### src/rtl/tlc_conflict_monitor.sv
// Safety monitor between the traffic light controller and the lamp drivers.
// It passes legal light codes through and latches the first violation into an all-red flash.
module tlc_conflict_monitor #(
  parameter int unsigned MIN_GREEN  = 1,
  parameter int unsigned MIN_YELLOW = 1,
  parameter int unsigned MIN_ALLRED = 1,
  parameter int unsigned FLASH_HALF = 4
) (
  input  logic       clk,
  input  logic       reset,
  input  logic [1:0] hwy,
  input  logic [1:0] cntry,
  input  logic       fault_clr,
  output logic [1:0] hwy_lamp,
  output logic [1:0] cntry_lamp,
  output logic       fault,
  output logic [2:0] fault_code
);

  typedef enum logic {MON_PASS, MON_FLASH} monState_e;

  localparam logic [1:0] RED = 2'b00;
  localparam logic [1:0] YEL = 2'b01;
  localparam logic [1:0] GRN = 2'b10;
  localparam logic [1:0] BAD = 2'b11;

  localparam logic [2:0] CODE_ILLEGAL  = 3'd1;
  localparam logic [2:0] CODE_CONFLICT = 3'd2;
  localparam logic [2:0] CODE_BAD_SEQ  = 3'd3;
  localparam logic [2:0] CODE_SHORT_G  = 3'd4;
  localparam logic [2:0] CODE_SHORT_Y  = 3'd5;
  localparam logic [2:0] CODE_SHORT_AR = 3'd6;

  localparam logic [7:0] MIN_G8  = 8'(MIN_GREEN);
  localparam logic [7:0] MIN_Y8  = 8'(MIN_YELLOW);
  localparam logic [7:0] MIN_AR8 = 8'(MIN_ALLRED);
  localparam logic [8:0] FLASH_H9    = 9'(FLASH_HALF);
  localparam logic [8:0] FLASH_LAST9 = 9'(2 * FLASH_HALF - 1);

  monState_e  state_q, state_d;
  logic [2:0] code_q, code_d;
  logic [1:0] hLamp_q, hLamp_d, cLamp_q, cLamp_d;
  logic [1:0] prevH_q, prevH_d, prevC_q, prevC_d;
  logic       prevValid_q, prevValid_d;
  logic [7:0] dwellH_q, dwellH_d, dwellC_q, dwellC_d;
  logic [7:0] allRed_q, allRed_d;
  logic [8:0] flash_q, flash_d;
  logic [2:0] viol;

  function automatic logic [7:0] sat8(input logic [7:0] x);
    return (x == 8'hFF) ? x : x + 8'd1;
  endfunction

  // Judges one road's code change against the legal cycle and the minimum holds.
  function automatic logic [2:0] roadViol(input logic [1:0] oldCode, input logic [1:0] newCode,
                                          input logic [7:0] dwell, input logic [7:0] allRed);
    logic [2:0] r;
    r = 3'd0;
    if (oldCode != newCode) begin
      if (oldCode == GRN && newCode == YEL)      r = (dwell < MIN_G8) ? CODE_SHORT_G : 3'd0;
      else if (oldCode == YEL && newCode == RED) r = (dwell < MIN_Y8) ? CODE_SHORT_Y : 3'd0;
      else if (oldCode == RED && newCode == GRN) r = (allRed < MIN_AR8) ? CODE_SHORT_AR : 3'd0;
      else                                       r = CODE_BAD_SEQ;
    end
    return r;
  endfunction

  function automatic logic [2:0] lowestOf(input logic [2:0] a, input logic [2:0] b);
    logic [2:0] r;
    if (a == 3'd0)      r = b;
    else if (b == 3'd0) r = a;
    else                r = (a < b) ? a : b;
    return r;
  endfunction

  always_comb begin
    viol = 3'd0;
    if (hwy == BAD || cntry == BAD)
      viol = CODE_ILLEGAL;
    else if (hwy != RED && cntry != RED)
      viol = CODE_CONFLICT;
    else if (prevValid_q)
      viol = lowestOf(roadViol(prevH_q, hwy, dwellH_q, allRed_q),
                      roadViol(prevC_q, cntry, dwellC_q, allRed_q));
  end

  // In flash, a clear restarts monitoring from a fresh init sample.
  always_comb begin
    state_d     = state_q;
    code_d      = code_q;
    hLamp_d     = hLamp_q;
    cLamp_d     = cLamp_q;
    prevH_d     = prevH_q;
    prevC_d     = prevC_q;
    prevValid_d = prevValid_q;
    dwellH_d    = dwellH_q;
    dwellC_d    = dwellC_q;
    allRed_d    = allRed_q;
    flash_d     = flash_q;
    case (state_q)
      MON_PASS: begin
        if (viol != 3'd0) begin
          state_d = MON_FLASH;
          code_d  = viol;
          flash_d = 9'd0;
          hLamp_d = RED;
          cLamp_d = RED;
        end else begin
          hLamp_d     = hwy;
          cLamp_d     = cntry;
          dwellH_d    = (hwy != prevH_q) ? 8'd1 : sat8(dwellH_q);
          dwellC_d    = (cntry != prevC_q) ? 8'd1 : sat8(dwellC_q);
          allRed_d    = (hwy == RED && cntry == RED) ? sat8(allRed_q) : 8'd0;
          prevH_d     = hwy;
          prevC_d     = cntry;
          prevValid_d = 1'b1;
        end
      end
      MON_FLASH: begin
        if (fault_clr) begin
          state_d     = MON_PASS;
          code_d      = 3'd0;
          hLamp_d     = RED;
          cLamp_d     = RED;
          prevH_d     = RED;
          prevC_d     = RED;
          prevValid_d = 1'b0;
          dwellH_d    = 8'd0;
          dwellC_d    = 8'd0;
          allRed_d    = 8'd0;
          flash_d     = 9'd0;
        end else begin
          flash_d = (flash_q == FLASH_LAST9) ? 9'd0 : flash_q + 9'd1;
          hLamp_d = (flash_d < FLASH_H9) ? RED : BAD;
          cLamp_d = (flash_d < FLASH_H9) ? RED : BAD;
        end
      end
      default: state_d = MON_PASS;
    endcase
  end

  always_ff @(posedge clk or posedge reset) begin
    if (reset) begin
      state_q     <= MON_PASS;
      code_q      <= 3'd0;
      hLamp_q     <= RED;
      cLamp_q     <= RED;
      prevH_q     <= RED;
      prevC_q     <= RED;
      prevValid_q <= 1'b0;
      dwellH_q    <= 8'd0;
      dwellC_q    <= 8'd0;
      allRed_q    <= 8'd0;
      flash_q     <= 9'd0;
    end else begin
      state_q     <= state_d;
      code_q      <= code_d;
      hLamp_q     <= hLamp_d;
      cLamp_q     <= cLamp_d;
      prevH_q     <= prevH_d;
      prevC_q     <= prevC_d;
      prevValid_q <= prevValid_d;
      dwellH_q    <= dwellH_d;
      dwellC_q    <= dwellC_d;
      allRed_q    <= allRed_d;
      flash_q     <= flash_d;
    end
  end

  assign hwy_lamp   = hLamp_q;
  assign cntry_lamp = cLamp_q;
  assign fault      = (state_q == MON_FLASH);
  assign fault_code = code_q;

endmodule

### config.mk
export PLATFORM = sky130hd
export DESIGN_NAME = tlc_conflict_monitor
export DESIGN_NICKNAME = d
export VERILOG_FILES = /design/src/rtl/tlc_conflict_monitor.sv
export SDC_FILE = /design/constraint.sdc
export NUM_CORES = 1
export LEC_CHECK = 0
export CORE_MARGIN = 3
export CORE_UTILIZATION = 49
export DETAILED_ROUTE_END_ITERATION = 8
export DONT_BUFFER_PORTS = 1
export HOLD_SLACK_MARGIN = 0.02
export SKIP_LAST_GASP = 1
export SLEW_MARGIN = 20
export SYNTH_ARGS = -nofsm -noshare
export SYNTH_HDL_FRONTEND = slang
export SYNTH_SLANG_ARGS = --single-unit
### constraint.sdc
create_clock -name clk -period 8.3 [get_ports clk]
set_input_delay 1.66 -clock clk [delete_from_list [all_inputs] [get_ports clk]]
set_output_delay 1.66 -clock clk [all_outputs]
set_load 0.1 [all_outputs]
==> reports/results.tsv, run 1 <==
stage	metric	value	unit
clocking	numCtsBuffers	5	
worst_hold_path	hold_path_class	reg2reg	
placed_design	dp_hpwl	5840	um
drt	firstDrtPassIters	5	
setup_path	path_cells	nand2_1 -> nor3_1 -> o21ai_0 -> o41a_1 -> ha_1 -> a21o_1 -> a21oi_1 -> nor4_4 -> a2bb2oi_2 -> a32o_2 -> nand2_2 -> o41ai_1	
logic_synthesis	synth_area	3390	um2
clocking	cts_buffer_depth	2	
cells_and_area	area_growth	2.95	%
logic_synthesis	yosysUniqueCellTypes	68	
logic_synthesis	synth_ff_type	dfrtp_1	
drt	via_count	2973	
setup_path	critPathArrivalTime	4640	ps
clocking	cts_setup_buffers	0	
drt	wl	8300	um
setup_path	cp_max_fo	22	
clocking	clk_latency	310	ps
drt	ant_nets	0	
power	design_power_total	0.985	mW
power	powerDensity	282	nW/um2
logic_synthesis	synth_seq_cells	46	
clocking	clkSinkCount	46	
setup_path	worstRegToRegCells	15	
sta	fin_ws	3860	ps
sta	fin_crit	4440	ps
worst_hold_path	whs_path_depth	1	
clocking	clk_transition_reported_paths	90	ps
cells_and_area	postLayoutCoreUtil	53.5	%
power	leakagePower	1.50	nW
sta	slew_viol_final	0	
grt	track_usage	21.9	%
setup_path	reg2reg_slack	4220	ps
die	row_count	29	
cells_and_area	num_antenna_cells	0	
cells_and_area	final_cell_mix	dfrtp_1 (46), nand2_1 (40), nand3_1 (27), a21oi_1 (23), nor2_1 (23)	
cells_and_area	drive_gt1_share	9.95	%
worst_hold_path	holdPathEnd	flash_q[8]	
sta	rsz0062_at_grt	no	
setup_path	crit_type	in2reg	
setup_path	crit_family	compound AO/OA/AOI/OAI gates	
cells_and_area	final_common_cell	dfrtp_1	
job	max_cap_violations	0	
drt	viasPerCell	6.48	
setup_path	critPathBufInv	0	
grt	gr-total-overflow	0	
sta	holdWs	519	ps
sta	setup_tns	0	ps
sta	fmax	225	MHz
die	io_pins	15	
sta	fin_worst_skew	11.2	ps
setup_path	crit_required	8500	ps
sta	hold_violations	0	
setup_path	crit_start	cntry[0]	
clocking	cts-root-buf	clkbuf_8	
grt	antenna_found_initial	0	
logic_synthesis	ys_async_sr_fraction	100	%
placed_design	io_buffer_count	0	
power	ir_worst_vdd	0.111	mV
die	die_h	89.2	um
setup_path	r2r-end	allRed_q[5]	
grt	grt_start_max_net_pins	47	
setup_path	crit_path_top_delay_cell	o41ai_1	
die	coreArea	6530	um2
drt	drc	0	
setup_path	cp-start-kind	primary input	
logic_synthesis	synth_nets	409	
drt	first_iter_violations	140	
placed_design	place_ws	3520	ps
sta	worst_slew_margin_rel	38.2	%
die	dieWidth	89.2	um
worst_hold_path	min_from	flash_q[8]	
sta	setup_violations	0	
logic_synthesis	syn_inst	393	
clocking	htree_levels	2	
sta	worstMarginPinSlew	927	ps
logic_synthesis	seq_area_frac_synth	33.9	%
setup_path	r2r-start	allRed_q[0]	
logic_synthesis	syn_area_per_cell	8.63	um2
grt	grt_pass1_vias	2648	
grt	grt_first_pass_wirelength	13700	um
die	die-area	7960	um2
drt	routedWlPerCell	18.1	um
placed_design	gp_congestion	0.910	
sta	finalCritPeriodShare	53.5	%
run_status	status	complete, no violations	
cells_and_area	fill_cells	614	
clocking	ctsHoldBuffers	0	
setup_path	critPathCaptureType	flip-flop	
clocking	cts_resized	0	
logic_synthesis	synth_edf_count	0	
setup_path	slowest_delay	450	ps
clocking	tritoncts	done	
cells_and_area	layout.nets	397	
logic_synthesis	yosysWarningCount	0	
die	start_util	52.0	%
[power breakdown]
part           switching, mW  total (mW)  internal [mW]  leakage, nW
registers              0.122       0.378          0.256        0.629
clock network         0.0850       0.145         0.0596       0.0483
logic                  0.305       0.462          0.157        0.827
total                  0.512       0.985          0.473         1.50
[worst max path at each step]
stage                   to  slack [ps]  depth (start not counted)
4_1_cts        allRed_q[5]        3850                         12
3_5_place_dp   allRed_q[5]        3520                         12
5_1_grt        allRed_q[5]        3550                         12
6_report       allRed_q[5]        3860                         12
3_3_place_gp   allRed_q[5]        3640                         12
2_1_floorplan  allRed_q[2]        3930                         15
[registers in the layout, summed over array words and instances, names as in the netlist]
name and count:
prevC_q 2, flash_q 9, dwellH_q 8, fault 1
cntry_lamp 2, allRed_q 8, hwy_lamp 2, prevValid_q 1
prevH_q 2, dwellC_q 8, fault_code 3
[cell type report]
cell class / count / area [um2] / share of cell area [%]
Inverter: 19 / 72.6 / 2.08
Timing Repair Buffer: 3 / 22.5 / 0.645
Sequential cell: 46 / 1150 / 33.0
Clock inverter: 3 / 18.8 / 0.537
Multi-Input combinational cell: 306 / 2060 / 59.1
Tap cell: 77 / 96.3 / 2.76
Clock buffer: 5 / 68.8 / 1.97
[logic make-up (layout without fill, tap and decap cells)]
| kind of cell | Yosys count | in the layout | synth area share [%] |
|---|---|---|---|
| simple gates | 162 | 162 | 26.8 |
| compound gates | 129 | 129 | 29.0 |
| flops | 46 | 46 | 33.9 |
| buf+inv | 41 | 30 | 5.27 |
| fa+ha+maj | 9 | 9 | 3.32 |
| xor+xnor | 3 | 3 | 0.774 |
| mux | 3 | 3 | 0.922 |
[layer usage]
| metal | wire [um] | track usage [%] | share of wire [%] | vias to the layer above |
|---|---|---|---|---|
| met4 | 174 | 6.09 | 2.1 | 0 |
| met2 | 3670 | 33.2 | 44 | 63 |
| met1 | 4110 | 32.2 | 50 | 1431 |
| li1 | - | - | - | 1464 |
| met5 | 0 | 0 | 0 | - |
| met3 | 344 | 3.69 | 4.1 | 15 |
[metrics by stage]
step	area, um2	cells
6_report	3490	459
2_1_floorplan	3390	393
3_5_place_dp	3400	451
3_3_place_gp	3400	451
5_1_grt	3490	459
4_1_cts	3490	459
[worst reg2reg max path, delay by kind of cell (launching register included)]
kind	cells	cell delay (ps)
AOI/OAI and AO/OA	7	1710
adders and majority gates	2	400
buffers and inverters	1	70
DFF	1	430
muxes	1	170
and+or+nand+nor	4	1200
[synth_stat cells (4+ instances only)]
cell / instances / area [um2]
a21boi_0: 4 / 30.0
a21oi_1: 23 / 115
a31oi_1: 13 / 81.3
and2_1: 7 / 43.8
and3_1: 14 / 87.6
buf_2: 5 / 25.0
clkbuf_1: 11 / 41.3
dfrtp_1: 46 / 1150
ha_1: 9 / 113
inv_1: 19 / 71.3
nand2_1: 40 / 150
nand2b_1: 7 / 43.8
nand3_1: 27 / 135
nand4_1: 4 / 25.0
nor2_1: 23 / 86.3
nor2b_1: 8 / 50.1
nor3_1: 9 / 45.0
o21ai_0: 17 / 85.1
o22ai_1: 7 / 43.8
o311ai_0: 4 / 35.0
o311ai_1: 9 / 78.8
o31ai_1: 5 / 37.5
o41ai_1: 5 / 43.8
No activity file was read; power rests on OpenSTA's default activity.
==> inputs of run 2 (changes only) <==
--- a/config.mk
+++ b/config.mk
@@ -10,6 +10,7 @@
 export DETAILED_ROUTE_END_ITERATION = 8
 export DONT_BUFFER_PORTS = 1
 export HOLD_SLACK_MARGIN = 0.02
+export PLACE_DENSITY = 0.66
 export SKIP_LAST_GASP = 1
 export SLEW_MARGIN = 20
 export SYNTH_ARGS = -nofsm -noshare
==> constraint.sdc (replaced) <==
create_clock -name clk -period 4.04 [get_ports clk]
set_input_delay 0.808 -clock clk [delete_from_list [all_inputs] [get_ports clk]]
set_output_delay 0.808 -clock clk [all_outputs]
set_load 0.1 [all_outputs]
==> reports/results.tsv, run 2 (synthesis results as in run 1) <==
stage	metric	value	unit	change
grt	antenna_found_initial	0		unchanged
drt	drc	0		unchanged
sta	fin_worst_skew	9.88	ps	-1.33 ps
cells_and_area	largest-register	flash_q		
setup_path	path_cells	inv_1 -> ha_1 -> nor4b_4 -> nand2_1 -> mux2i_1 -> o22ai_1 -> a21boi_1 -> ha_1 -> a21o_1 -> a21oi_1 -> nor4_4 -> a2bb2oi_2 -> a32o_2 -> nand2_2 -> o41ai_1		
sta	setup_violations	0		unchanged
setup_path	crit_required	4240	ps	-4260 ps
setup_path	r2r-end	allRed_q[5]		
cells_and_area	drive_gt1_share	11.3	%	+1.4 points
power	ir_worst_vdd	0.293	mV	+160%
grt	track_usage	22.8	%	+0.90 points
cells_and_area	num_antenna_cells	0		unchanged
clocking	tritoncts	done		
setup_path	cp-start-kind	flip-flop		
power	leakagePower	1.54	nW	+2.1%
die	start_util	52.0	%	unchanged
sta	rsz0062_at_grt	no		
sta	worstMarginPinSlew	1010	ps	+83.8 ps
die	coreArea	6530	um2	unchanged
sta	hold_violations	0		unchanged
grt	grt_start_max_net_pins	47		unchanged
setup_path	crit_top_cell	ha_1		
worst_hold_path	holdPathEnd	flash_q[8]		
worst_hold_path	whs_path_depth	1		unchanged
sta	holdWs	520	ps	+1.33 ps
setup_path	crit_start	allRed_q[0]		
sta	fin_crit	3640	ps	
drt	first_iter_violations	199		+42%
clocking	numCtsBuffers	5		unchanged
setup_path	cp_max_fo	16		-27%
cells_and_area	area_growth	4.94	%	
drt	firstDrtPassIters	5		unchanged
placed_design	place_ws	207	ps	-3310 ps
die	die_h	89.2	um	unchanged
sta	setup_tns	0	ps	unchanged
setup_path	crit_type	reg2reg		
die	dieWidth	89.2	um	unchanged
clocking	htree_levels	2		unchanged
die	io_pins	15		unchanged
drt	wl	8620	um	+3.9%
power	powerDensity	589	nW/um2	+110%
clocking	clkSinkCount	46		unchanged
grt	gr-total-overflow	0		unchanged
drt	via_count	3058		+2.9%
grt	grt_first_pass_wirelength	14100	um	+3.0%
setup_path	slowest_delay	440	ps	about the same
drt	ant_nets	0		unchanged
setup_path	critPathArrivalTime	3850	ps	-790 ps
cells_and_area	fill_cells	599		-2.4%
cells_and_area	final_cell_mix	dfrtp_1 (46), nand2_1 (40), nand3_1 (27), a21oi_1 (23), nor2_1 (23)		
placed_design	io_buffer_count	0		unchanged
run_status	status	complete, no violations		
sta	slew_viol_final	0		unchanged
setup_path	crit_path_top_delay_cell	dfrtp_1		
clocking	clk_latency	310	ps	about the same
die	die-area	7960	um2	unchanged
cells_and_area	final_common_cell	dfrtp_1		
setup_path	critPathCaptureType	flip-flop		
placed_design	dp_hpwl	6080	um	+4.2%
clocking	ctsHoldBuffers	0		unchanged
clocking	clk_transition_reported_paths	100	ps	about the same
clocking	cts_buffer_depth	2		unchanged
die	row_count	29		unchanged
worst_hold_path	min_from	flash_q[8]		
grt	grt_pass1_vias	2877		+8.6%
setup_path	critPathBufInv	1		+1
cells_and_area	layout.nets	403		+1.5%
setup_path	r2r-start	allRed_q[0]		
sta	worst_slew_margin_rel	32.5	%	-5.7 points
worst_hold_path	hold_path_class	reg2reg		
sta	finalCritPeriodShare	90.2	%	
setup_path	reg2reg_slack	400	ps	-3820 ps
setup_path	crit_family	compound AO/OA/AOI/OAI gates		
setup_path	worstRegToRegCells	15		unchanged
drt	routedWlPerCell	18.5	um	+2.5%
placed_design	gp_congestion	0.858		-5.7%
cells_and_area	largest_reg_flops	9		unchanged
sta	fmax	274	MHz	
job	max_cap_violations	0		unchanged
drt	viasPerCell	6.58		+1.5%
sta	fin_ws	396	ps	-3460 ps
clocking	cts-root-buf	clkbuf_8		
-- run 2: changes by cell type in the layout (fill, tap and decap cells not counted), sizes merged --
cell | before | now
buf | 3 | 9
clkinv | 3 | 1
clkinvlp | 0 | 1
inv | 19 | 20
-- run 2: how the worst max path moves through the flow --
stage	slack, ps	cells past startpoint	endpoint
CTS	190	15	flash_q[0]
global route	40	15	allRed_q[5]
detailed placement	210	15	flash_q[0]
global placement	240	15	flash_q[0]
floorplan	520	15	allRed_q[2]
finish	400	15	allRed_q[5]
-- run 2: cell type report --
cell class                      instances  area, um2  share of cell area (%)
Tap cell                               77       96.3                    2.71
Multi-Input combinational cell        306       2070                    58.1
Inverter                               19       71.3                    2.00
Sequential cell                        46       1150                    32.3
Clock buffer                            5       68.8                    1.93
Clock inverter                          3       25.0                   0.703
Timing Repair Buffer                    9       80.1                    2.25
-- run 2: metrics by stage --
step                      std cells  utilization (%)  area, um2  power, mW
after global routing            465             54.5       3560       2.23
after global placement          455             52.6       3430       1.74
after CTS                       463             54.0       3530       2.06
after floorplan                 393                -       3390       1.55
after detailed placement        455             52.6       3430       1.76
final                           465             54.5       3560       2.10
-- run 2: power by group --
group / leakage [nW] / internal [mW] / switching [mW]
combinational: 0.862 / 0.366 / 0.655
sequential: 0.629 / 0.527 / 0.249
clock: 0.0447 / 0.125 / 0.177
-- run 2: repair_timing --
action / CTS / global route
setup endpoints to repair: 0 / 17
gates resized for setup: 0 / 2
setup buffers: 0 / 2
-- run 2: worst reg2reg max path: stages (launching register included) --
cell	delay, ps
dfrtp_1	440
inv_1	80
ha_1	160
nor4b_4	330
nand2_1	180
mux2i_1	170
o22ai_1	100
a21boi_1	250
ha_1	220
a21o_1	130
a21oi_1	60
nor4_4	220
a2bb2oi_2	260
a32o_2	230
nand2_2	250
o41ai_1	440
-- run 2: layer usage --
| metal | GRT usage, % | wire, um |
|---|---|---|
| met1 | 31.8 | 4030 |
| met2 | 36.2 | 4000 |
| met3 | 5.35 | 561 |
| met4 | 5.01 | 27 |
| met5 | 0 | 0 |
==> inputs of run 3 (changes only) <==
--- a/config.mk
+++ b/config.mk
@@ -7,6 +7,7 @@
 export LEC_CHECK = 0
 export CORE_MARGIN = 3
 export CORE_UTILIZATION = 49
+export CTS_BUF_LIST = sky130_fd_sc_hd__clkbuf_4 sky130_fd_sc_hd__clkbuf_8
 export DETAILED_ROUTE_END_ITERATION = 8
 export DONT_BUFFER_PORTS = 1
 export HOLD_SLACK_MARGIN = 0.02
==> results of run 3 <==
No change in the layout: final DEF, timing and power equal those of run 2.
